## src/rtl/adt7301_pkg.sv

```systemverilog
`default_nettype none
// ============================================================================
// Module      : adt7301_pkg
// Description : Word geometry, state encoding and helpers shared by the
//               ADT7301 responder and the SPI master driver.
// Revision    : 1.0 - initial release
// ============================================================================
package adt7301_pkg;

  localparam int ADT_WORD_W   = 16;
  localparam int ADT_TEMP_W   = 14;
  localparam int ADT_SHDN_BIT = 13;

  typedef enum logic [1:0] {
    IDLE  = 2'd0,
    LOAD  = 2'd1,
    SHIFT = 2'd2
  } adt_state_e;

  // Temperature register is 14-bit two's complement; the wire format
  // repeats the sign into the two top bits of the 16-bit frame.
  function automatic logic [ADT_WORD_W-1:0] adt_sign_extend(
    input logic [ADT_TEMP_W-1:0] t
  );
    return {{(ADT_WORD_W-ADT_TEMP_W){t[ADT_TEMP_W-1]}}, t};
  endfunction

endpackage
`default_nettype wire

```

## src/rtl/sync_edge.sv

```systemverilog
`default_nettype none
// ============================================================================
// Module      : sync_edge
// Description : N-stage synchronizer plus one history register; rise/fall
//               are decoded from the two registered samples.
// Revision    : 1.0 - initial release
// ============================================================================
module sync_edge #(
  parameter int   STAGES  = 2,
  parameter logic RST_VAL = 1'b0
) (
  input  logic clk,
  input  logic rst,
  input  logic d,
  output logic level,
  output logic rise,
  output logic fall
);

  logic [STAGES-1:0] r_sync;
  logic              r_last;

  // Synchronizer chain followed by the register that feeds the edge detect.
  always_ff @(posedge clk or posedge rst) begin
    if (rst) begin
      r_sync <= {STAGES{RST_VAL}};
      r_last <= RST_VAL;
    end else begin
      r_sync <= {r_sync[STAGES-2:0], d};
      r_last <= r_sync[STAGES-1];
    end
  end

  assign level = r_sync[STAGES-1];
  assign rise  = r_sync[STAGES-1] & ~r_last;
  assign fall  = ~r_sync[STAGES-1] & r_last;

endmodule
`default_nettype wire

```

## src/rtl/adt7301_responder.sv

```systemverilog
`default_nettype none
// ============================================================================
// Module      : adt7301_responder
// Description : ADT7301 temperature-sensor emulator. Oversampled SPI slave
//               (CPOL=1) returning the sign-extended temperature register,
//               capturing the command word, with periodic conversion and a
//               shutdown bit that freezes conversions.
// Revision    : 1.0 - initial release
// ============================================================================
module adt7301_responder
  import adt7301_pkg::*;
#(
  parameter int CONV_CYCLES = 1_000_000,
  parameter int SYNC_STAGES = 2
) (
  input  logic                  clk,
  input  logic                  rst,
  input  logic [ADT_TEMP_W-1:0] temp_in,
  input  logic                  sclk,
  input  logic                  cs,
  input  logic                  mosi,
  output logic                  miso,
  output logic [ADT_WORD_W-1:0] rx_word,
  output logic                  rx_valid,
  output logic                  shutdown,
  output logic                  busy
);

  localparam int                c_conv_w    = (CONV_CYCLES > 1) ? $clog2(CONV_CYCLES) : 1;
  localparam logic [c_conv_w-1:0] c_conv_last = c_conv_w'(CONV_CYCLES - 1);
  localparam int                c_cnt_w     = $clog2(ADT_WORD_W + 1);
  localparam logic [c_cnt_w-1:0]  c_cnt_full  = c_cnt_w'(ADT_WORD_W);
  localparam logic [c_cnt_w-1:0]  c_cnt_last  = c_cnt_w'(ADT_WORD_W - 1);

  logic w_sclk_lvl, w_sclk_rise, w_sclk_fall;
  logic w_cs_lvl, w_cs_rise, w_cs_fall;
  logic w_mosi_lvl, w_mosi_rise, w_mosi_fall;
  logic w_unused;

  // sclk idles high. cs resets to "low" so a frame already in progress when
  // reset releases produces no falling edge and is ignored.
  sync_edge #(.STAGES(SYNC_STAGES), .RST_VAL(1'b1)) u_sync_sclk (
    .clk(clk), .rst(rst), .d(sclk), .level(w_sclk_lvl), .rise(w_sclk_rise), .fall(w_sclk_fall)
  );
  sync_edge #(.STAGES(SYNC_STAGES), .RST_VAL(1'b0)) u_sync_cs (
    .clk(clk), .rst(rst), .d(cs), .level(w_cs_lvl), .rise(w_cs_rise), .fall(w_cs_fall)
  );
  sync_edge #(.STAGES(SYNC_STAGES), .RST_VAL(1'b0)) u_sync_mosi (
    .clk(clk), .rst(rst), .d(mosi), .level(w_mosi_lvl), .rise(w_mosi_rise), .fall(w_mosi_fall)
  );

  assign w_unused = ^{w_sclk_lvl, w_cs_lvl, w_mosi_rise, w_mosi_fall};

  adt_state_e              r_state;
  logic [ADT_WORD_W-1:0]   r_shreg;
  logic [ADT_WORD_W-1:0]   r_rxreg;
  logic [c_cnt_w-1:0]      r_bitcnt;
  logic                    r_done;
  logic [ADT_TEMP_W-1:0]   r_temp;
  logic [c_conv_w-1:0]     r_conv_cnt;
  logic                    r_pending;
  logic [ADT_WORD_W-1:0]   w_rx_next;
  logic                    w_conv_due;
  logic                    w_hold;

  assign w_rx_next  = {r_rxreg[ADT_WORD_W-2:0], w_mosi_lvl};
  assign miso       = r_shreg[ADT_WORD_W-1];
  assign busy       = (r_state != IDLE);
  assign w_conv_due = !shutdown && (r_conv_cnt == c_conv_last);
  // A cs falling edge in the same cycle as a conversion counts as busy, so
  // the frame loads the old value and the update is deferred.
  assign w_hold     = busy | w_cs_fall;

  // Frame state machine: load on cs fall, shift on sclk edges, capture word.
  // shreg is loaded on the IDLE->LOAD transition so D15 reaches miso with
  // the same latency as every other edge.
  always_ff @(posedge clk or posedge rst) begin
    if (rst) begin
      r_state  <= IDLE;
      r_shreg  <= '0;
      r_rxreg  <= '0;
      r_bitcnt <= '0;
      r_done   <= 1'b0;
      rx_word  <= '0;
      rx_valid <= 1'b0;
      shutdown <= 1'b0;
    end else begin
      r_done   <= 1'b0;
      rx_valid <= r_done;
      case (r_state)
        IDLE: begin
          if (w_cs_fall) begin
            r_shreg  <= adt_sign_extend(r_temp);
            r_bitcnt <= '0;
            r_state  <= LOAD;
          end
        end
        LOAD: begin
          r_state <= SHIFT;
        end
        SHIFT: begin
          if (w_cs_rise) begin
            // Partial words are simply dropped; outputs keep the last word.
            r_state <= IDLE;
            r_shreg <= '0;
          end else begin
            if (w_sclk_rise && (r_bitcnt != c_cnt_full)) begin
              r_rxreg  <= w_rx_next;
              r_bitcnt <= r_bitcnt + c_cnt_w'(1);
              if (r_bitcnt == c_cnt_last) begin
                rx_word  <= w_rx_next;
                shutdown <= w_rx_next[ADT_SHDN_BIT];
                r_done   <= 1'b1;
              end
            end
            // The first falling edge is the CPOL=1 leading edge: keep D15.
            if (w_sclk_fall) begin
              if (r_bitcnt == c_cnt_full) begin
                r_shreg <= '0;
              end else if (r_bitcnt != '0) begin
                r_shreg <= {r_shreg[ADT_WORD_W-2:0], 1'b0};
              end
            end
          end
        end
        default: r_state <= IDLE;
      endcase
    end
  end

  // Conversion timer and temperature register with deferred load.
  always_ff @(posedge clk or posedge rst) begin
    if (rst) begin
      r_conv_cnt <= '0;
      r_pending  <= 1'b0;
      r_temp     <= '0;
    end else begin
      if (!shutdown) begin
        r_conv_cnt <= w_conv_due ? '0 : (r_conv_cnt + c_conv_w'(1));
      end
      if (w_conv_due || r_pending) begin
        if (w_hold) begin
          r_pending <= 1'b1;
        end else begin
          r_temp    <= temp_in;
          r_pending <= 1'b0;
        end
      end
    end
  end

endmodule
`default_nettype wire

```

## config.mk

```make
export PLATFORM = sky130hd
export DESIGN_NAME = adt7301_responder
export DESIGN_NICKNAME = d
export VERILOG_FILES = /design/src/rtl/adt7301_pkg.sv /design/src/rtl/sync_edge.sv /design/src/rtl/adt7301_responder.sv
export SDC_FILE = /design/constraint.sdc
export NUM_CORES = 1
export LEC_CHECK = 0
export CORE_ASPECT_RATIO = 1.75
export CORE_MARGIN = 2
export CORE_UTILIZATION = 51
export DETAILED_ROUTE_END_ITERATION = 12
export HOLD_SLACK_MARGIN = 0.15
export PLACE_DENSITY_LB_ADDON = 0.3
export SLEW_MARGIN = 10
export SYNTH_ARGS = -nofsm -noshare
export SYNTH_HDL_FRONTEND = slang
export SYNTH_SLANG_ARGS = --single-unit
export TNS_END_PERCENT = 30
```

## constraint.sdc

```tcl
create_clock -name clk -period 3.2 [get_ports clk]
set_input_delay 0.64 -clock clk [delete_from_list [all_inputs] [get_ports clk]]
set_output_delay 0.64 -clock clk [all_outputs]
set_load 0.02 [all_outputs]
```

---- After elaboration in Yosys (flattened, before gate mapping) ----
Index checks and enable logic that the tools add are counted.
Widths: inputs -> output; s select.
word-level totals
  register bits after elaboration ......... 100
  output and inout bits ................... 20
  logic and storage cells ................. 74
operators by class
  add/subtract/negate cells ............... 2
  equality and inequality tests ........... 12
  muxes and demuxes ....................... 19
  bitwise operators ....................... 11
  reductions and logical operators ........ 14
operator list
  cell                   count
  $mux 16                5
  $pmux 16 s2            1
  $add 20x1->20 const B  1
  $eq 20x20->1 const B   1
  $mux 20                1
  $mux 5                 3
  $reduce_and 4->1       3
  $pmux 5 s2             1
  $ne 2x2->1 const B     3
  $not 1->1              6
  $pmux 2 s3             1
  $add 5x1->5 const B    1
  $eq 5x4->1 const B     1
  $eq 5x5->1 const B     1
  $mux 1                 5
  $ne 5x5->1 const B     1
  $reduce_bool 5->1      1
  $and 1x1->1            4
  $mux 2                 2
  $ne 4x3->1 const B     1
  $reduce_and 2->1       2
  $reduce_bool 2->1      2
  $ne 3x1->1 const B     1
  $reduce_and 3->1       1
  8 further kinds        9

---- Logic depth before layout (Yosys ltp) ----
  depth in word-level cells ............... 6
  depth in mapped cells ................... 8
  gate-level depth less buffers ........... 7

---- Modules after synthesis ----
From an unflattened synthesis, not the netlist that was laid out.
second synthesis, totals
  cell total of the unflattened synthesis .. 401
  area total of the unflattened synthesis .. 4,707.0 um^2
modules (own cells, without submodules)
  module                      instances  cells each  area an instance (um^2)
  adt7301_responder           1          383         4,421.7
  sync_edge at u_sync_cs ...  2          6           93.8
  sync_edge at u_sync_sclk    1          6           97.6

---- Worst setup path after synthesis ----
OpenSTA, ideal clock, no wires.
  path kind ............................... reg2reg
  from .................................... register r_conv_cnt[6]
  to ...................................... register r_temp[0]
  library setup time ...................... 125 ps
  data arrival time ....................... 2,216 ps
  data required time ...................... 3,075 ps
  path slack .............................. 859 ps
  cell stages (with the launch flop) ...... 7
  path buffers ............................ 1
  clock period less this slack ............ 2,341 ps
  cells stage by stage .................... dfrtp_1 or4b_1 nor4_4 a21oi_2 nor3_4 buf_12 mux2_4
between the ends
  longest elaborated chain between the ends .. 4
RTL lines
  element                     line                      source
  start: declaration          adt7301_responder.sv:60   logic [c_conv_w-1:0] r_conv_cnt;
  start signal: assignment    adt7301_responder.sv:139  r_conv_cnt <= w_conv_due ? '0 : (r_conv_cnt + c_conv_w'(1));
  $eq 20x20->1                adt7301_responder.sv:69   assign w_conv_due = !shutdown && (r_conv_cnt == c_conv_last);
  $logic_and 1x1->1           adt7301_responder.sv:69
  $logic_or 1x1->1            adt7301_responder.sv:141  if (w_conv_due || r_pending) begin
  $reduce_and 2->1 (no line)  -
  end signal: assignment      adt7301_responder.sv:145  r_temp <= temp_in;
  end: declaration            adt7301_responder.sv:59   logic [ADT_TEMP_W-1:0] r_temp;
No other way between the ends.
A chain may end at the register's enable or synchronous reset.

---- Worst setup path in the final report ----
  from .................................... register r_bitcnt[0]
  to ...................................... register rx_word[1]
between the ends
  longest elaborated chain between the ends .. 3
RTL lines
  element                       line                      source
  start: declaration            adt7301_responder.sv:57   logic [c_cnt_w-1:0] r_bitcnt;
  start signal: assignment      adt7301_responder.sv:109  r_bitcnt <= r_bitcnt + c_cnt_w'(1);
  $ne 5x5->1                    adt7301_responder.sv:107  if (w_sclk_rise && (r_bitcnt != c_cnt_full)) begin
  $logic_and 1x1->1             adt7301_responder.sv:107
  $reduce_and 4->1 (no line) *  -
  end signal: assignment        adt7301_responder.sv:111  rx_word <= w_rx_next;
  end: declaration              adt7301_responder.sv:23   output logic [ADT_WORD_W-1:0] rx_word,
Every way passes the cells marked *; elsewhere a longest branch is shown, timed or not.

==> insert_results.sql <==
INSERT INTO impl_metrics (metric_group, metric, value, unit) VALUES
('pwr', 'ir_drop', '0.000487', 'V'),
('detailed_routing', 'number_of_nets_with_antenna_violations_after_routing', '0', ''),
('pwr', 'pwr-share-comb', '14.5', '%'),
('grt', 'grt_use_total', '19.0', '%'),
('timing', 'timing.setup.tns', '0', 'ns'),
('cts', 'post_cts_buffers', '0', ''),
('logic_synthesis', 'netlist_area', '0.00412', 'mm2'),
('critical_path', 'ff2ff_setup_slack', '0.41', 'ns'),
('cts', 'ctsRootBufferMaster', 'clkbuf_16', ''),
('die', 'die-width', '72.0', 'um'),
('cts', 'clock_insertion_delay_worst_skew', '0.34', 'ns'),
('worst_hold_path', 'worst_hold_startpoint', 'u_sync_mosi.r_sync[0]$_DFF_PP0_', ''),
('timing', 'rsz0062_at_grt', 'no', ''),
('timing', 'period_share', '87.1', '%'),
('grt', 'number_of_antenna_violations_at_the_first_check_in_global_routing', '0', ''),
('pwr', 'p_leak', '0.00225', 'uW'),
('detailed_routing', 'drt_iter0_markers', '207', ''),
('logic_synthesis', 'synth.ff_latch_count', '99', ''),
('critical_path', 'cell_by_cell_listing_of_the_critical_path', 'inv_1 > ha_1 > nor4bb_1 > nor4_4 > nand2_1 > buf_4 > mux2_2', ''),
('detailed_routing', 'routed_wire_length_per_instance', '14.8', 'um'),
('critical_path', 'slowest_stage', 'nor4_4', ''),
('detailed_routing', 'drt_drc_violations_left', '0', ''),
('cells_and_area', 'flow.area_growth_from_synthesis', '18.7', '%'),
('logic_synthesis', 'ys.flop_type', 'dfrtp_1', ''),
('die', 'die_height', '123', 'um'),
('critical_path', 'timing.rr.start', 'r_bitcnt[0]$_DFFE_PP0P_', ''),
('logic_synthesis', 'postSynth.asyncResetShare', '100', '%'),
('logic_synthesis', 'synth.yosys.warnings', '0', ''),
('pwr', 'power_density', '590', 'mW/mm2'),
('critical_path', 'timing.rr.end', 'rx_word[1]$_DFFE_PP0P_', ''),
('cts', 'clkTransAtPathRegs', '0.06', 'ns'),
('timing', 'period_needed', '2.79', 'ns'),
('grt', 'global_route_wire_length_before_repair', '13000', 'um'),
('critical_path', 'critPathLaunchType', 'flop', ''),
('worst_hold_path', 'worstHoldPathType', 'reg -> reg', ''),
('pwr', 'seq_power_share', '51.4', '%'),
('critical_path', 'criticalPathCategory', 'reg -> reg', ''),
('critical_path', 'critical_path_peak_fanout', '19', ''),
('cts', 'cts_hold_buffers', '0', ''),
('detailed_routing', 'avgViaCountPerCell', '5.46', ''),
('timing', 'skew', '0.00420', 'ns'),
('cells_and_area', 'final_core_utilization', '61.9', '%'),
('cells_and_area', 'num_antenna_cells', '0', ''),
('cts', 'cts_tree', 'done', ''),
('pwr', 'switching_share', '26.9', '%'),
('cts', 'cts_inserted_buffers', '9', ''),
('detailed_routing', 'route.final.wire_length', '7270', 'um'),
('pwr', 'clockPowerShare', '34.0', '%'),
('cells_and_area', 'nFillCells', '646', ''),
('pwr', 'cell_internal_pwr', '2110', 'uW'),
('critical_path', 'cp.arrival', '3.01', 'ns'),
('logic_synthesis', 'synth_enable_flop_cells', '0', ''),
('pwr', 'switchingPower', '778', 'uW'),
('timing', 'pins_over_slew_limit', '0', ''),
('outcome', 'outcome', 'finished, final reports clean', ''),
('logic_synthesis', 'syn_avg_cell_area', '11.7', 'um2'),
('logic_synthesis', 'synth.distinct_cells', '47', ''),
('die', 'floorplan.io_pins', '39', ''),
('cells_and_area', 'final_design_area_no_fill', '0.00489', 'mm2'),
('critical_path', 'r2r.worst_path.cells', '7', ''),
('critical_path', 'slowest_cell_delay_on_critical_path', '0.75', 'ns'),
('place', 'post-place-ws', '0.370', 'ns'),
('timing', 'worst_slew_pin_slew', '0.893', 'ns'),
('logic_synthesis', 'cells_after_synthesis', '353', ''),
('detailed_routing', 'overall_via_count_from_detail_route', '2681', ''),
('cells_and_area', 'leading_cell_type_in_the_layout_fill_and_taps_excluded', 'dfrtp_1', ''),
('cts', 'clock-sinks', '99', ''),
('place', 'detailed_place_hpwl', '5050', 'um'),
('timing', 'slew-limit-headroom', '40.0', '%'),
('cells_and_area', 'final_cell_mix', 'dfrtp_1 (96), nand2_1 (58), clkdlybuf4s50_1 (38)', ''),
('cells_and_area', 'multi_input_comb_area', '0.00154', 'mm2');
==> layer usage <==
metal / GRT usage [%] / vias to the layer above / part of all wire [%]
li1: - / 1299 / -
met1: 22.7 / 1333 / 41
met2: 32.9 / 38 / 54
met3: 3.18 / 11 / 2.5
met4: 9.20 / 0 / 2.3
met5: 0 / - / 0
==> worst max path at each step <==
stage,startpoint,end,slack [ns],cells after the start
floorplan,r_conv_cnt[6]$_DFFE_PP0N_,r_temp[0]$_DFFE_PP0P_,0.86,6
global placement,r_bitcnt[0]$_DFFE_PP0P_,rx_word[0]$_DFFE_PP0P_,0.50,7
detailed placement,r_bitcnt[0]$_DFFE_PP0P_,rx_word[1]$_DFFE_PP0P_,0.37,7
CTS,r_bitcnt[0]$_DFFE_PP0P_,rx_word[1]$_DFFE_PP0P_,0.38,7
global route,r_bitcnt[0]$_DFFE_PP0P_,rx_word[1]$_DFFE_PP0P_,0.11,7
finish,r_bitcnt[0]$_DFFE_PP0P_,rx_word[1]$_DFFE_PP0P_,0.41,7
==> Yosys cell counts (2+ instances only) <==
library cell,instances,area share (%)
dfrtp_1,96,58
nand2_1,58,5.3
nor2_1,28,2.5
mux2_2,20,5.5
a21oi_1,16,1.9
a22oi_1,15,2.7
nand3_1,11,1.3
o21ai_0,11,1.3
clkbuf_1,10,0.91
inv_1,10,0.91
mux2_4,10,3.6
xnor2_1,9,1.9
nand4_1,5,0.76
ha_1,4,1.2
nand2b_1,4,0.61
nor3_1,4,0.49
xor2_1,4,0.85
dfstp_2,3,1.9
a22o_1,2,0.42
nand4b_1,2,0.42
nor2b_1,2,0.30
nor4_4,2,1.0
o31ai_1,2,0.36
or3_1,2,0.30
==> area by class of cell <==
class	count	area share [%]
clock buffers	12	5.04
clock inverters	4	0.537
inverters	10	0.844
multi-input cells	231	31.5
flip-flops and latches	99	50.7
well taps	90	2.30
repair buffers	45	9.10
==> kinds of logic after synthesis <==
logic type | Yosys count | synth area share, %
and+or+nand+nor | 133 | 16.4
DFF | 99 | 60.2
AOI/OAI and AO/OA | 51 | 7.77
muxes | 30 | 9.10
buffers and inverters | 23 | 2.61
xor gates and xnor gates | 13 | 2.76
adders and majority gates | 4 | 1.21
==> sequential cells by signal (all words and copies together), names as in the netlist <==
name                cells
r_conv_cnt             20
r_shreg                16
rx_word                16
r_rxreg                15
r_temp                 14
r_bitcnt                5
r_state                 2
u_sync_cs.r_sync        2
u_sync_mosi.r_sync      2
u_sync_sclk.r_sync      2
r_done                  1
r_pending               1
rx_valid                1
u_sync_cs.r_last        1
u_sync_sclk.r_last      1
==> worst max-delay path: cells and delay by family (launching register included) <==
kind	cells	cell delay [ns]
AND/OR/NAND/NOR	3	1.42
buffers and inverters	2	0.38
adder cells (fa/ha/maj)	1	0.20
multiplexers	1	0.28
flip-flops	1	0.40
==> power by group through the flow <==
stage	clock network, uW	registers (uW)	logic, uW
5_1_grt	1060	1510	487
3_5_place_dp	0	1510	428
4_1_cts	1010	1490	431
3_3_place_gp	0	1500	416
6_report	983	1480	420
2_1_floorplan	0	1490	295
==> metrics by stage <==
step / std cells / hold slack, ns / total power [uW]
finish: 491 / 0.352 / 2890
global route: 491 / 0.364 / 3050
CTS: 491 / 0.354 / 2930
detailed placement: 475 / 0.339 / 1940
global placement: 475 / 0.333 / 1920
floorplan: 353 / 0.331 / 1780
Power figures use the tool's default switching activity.
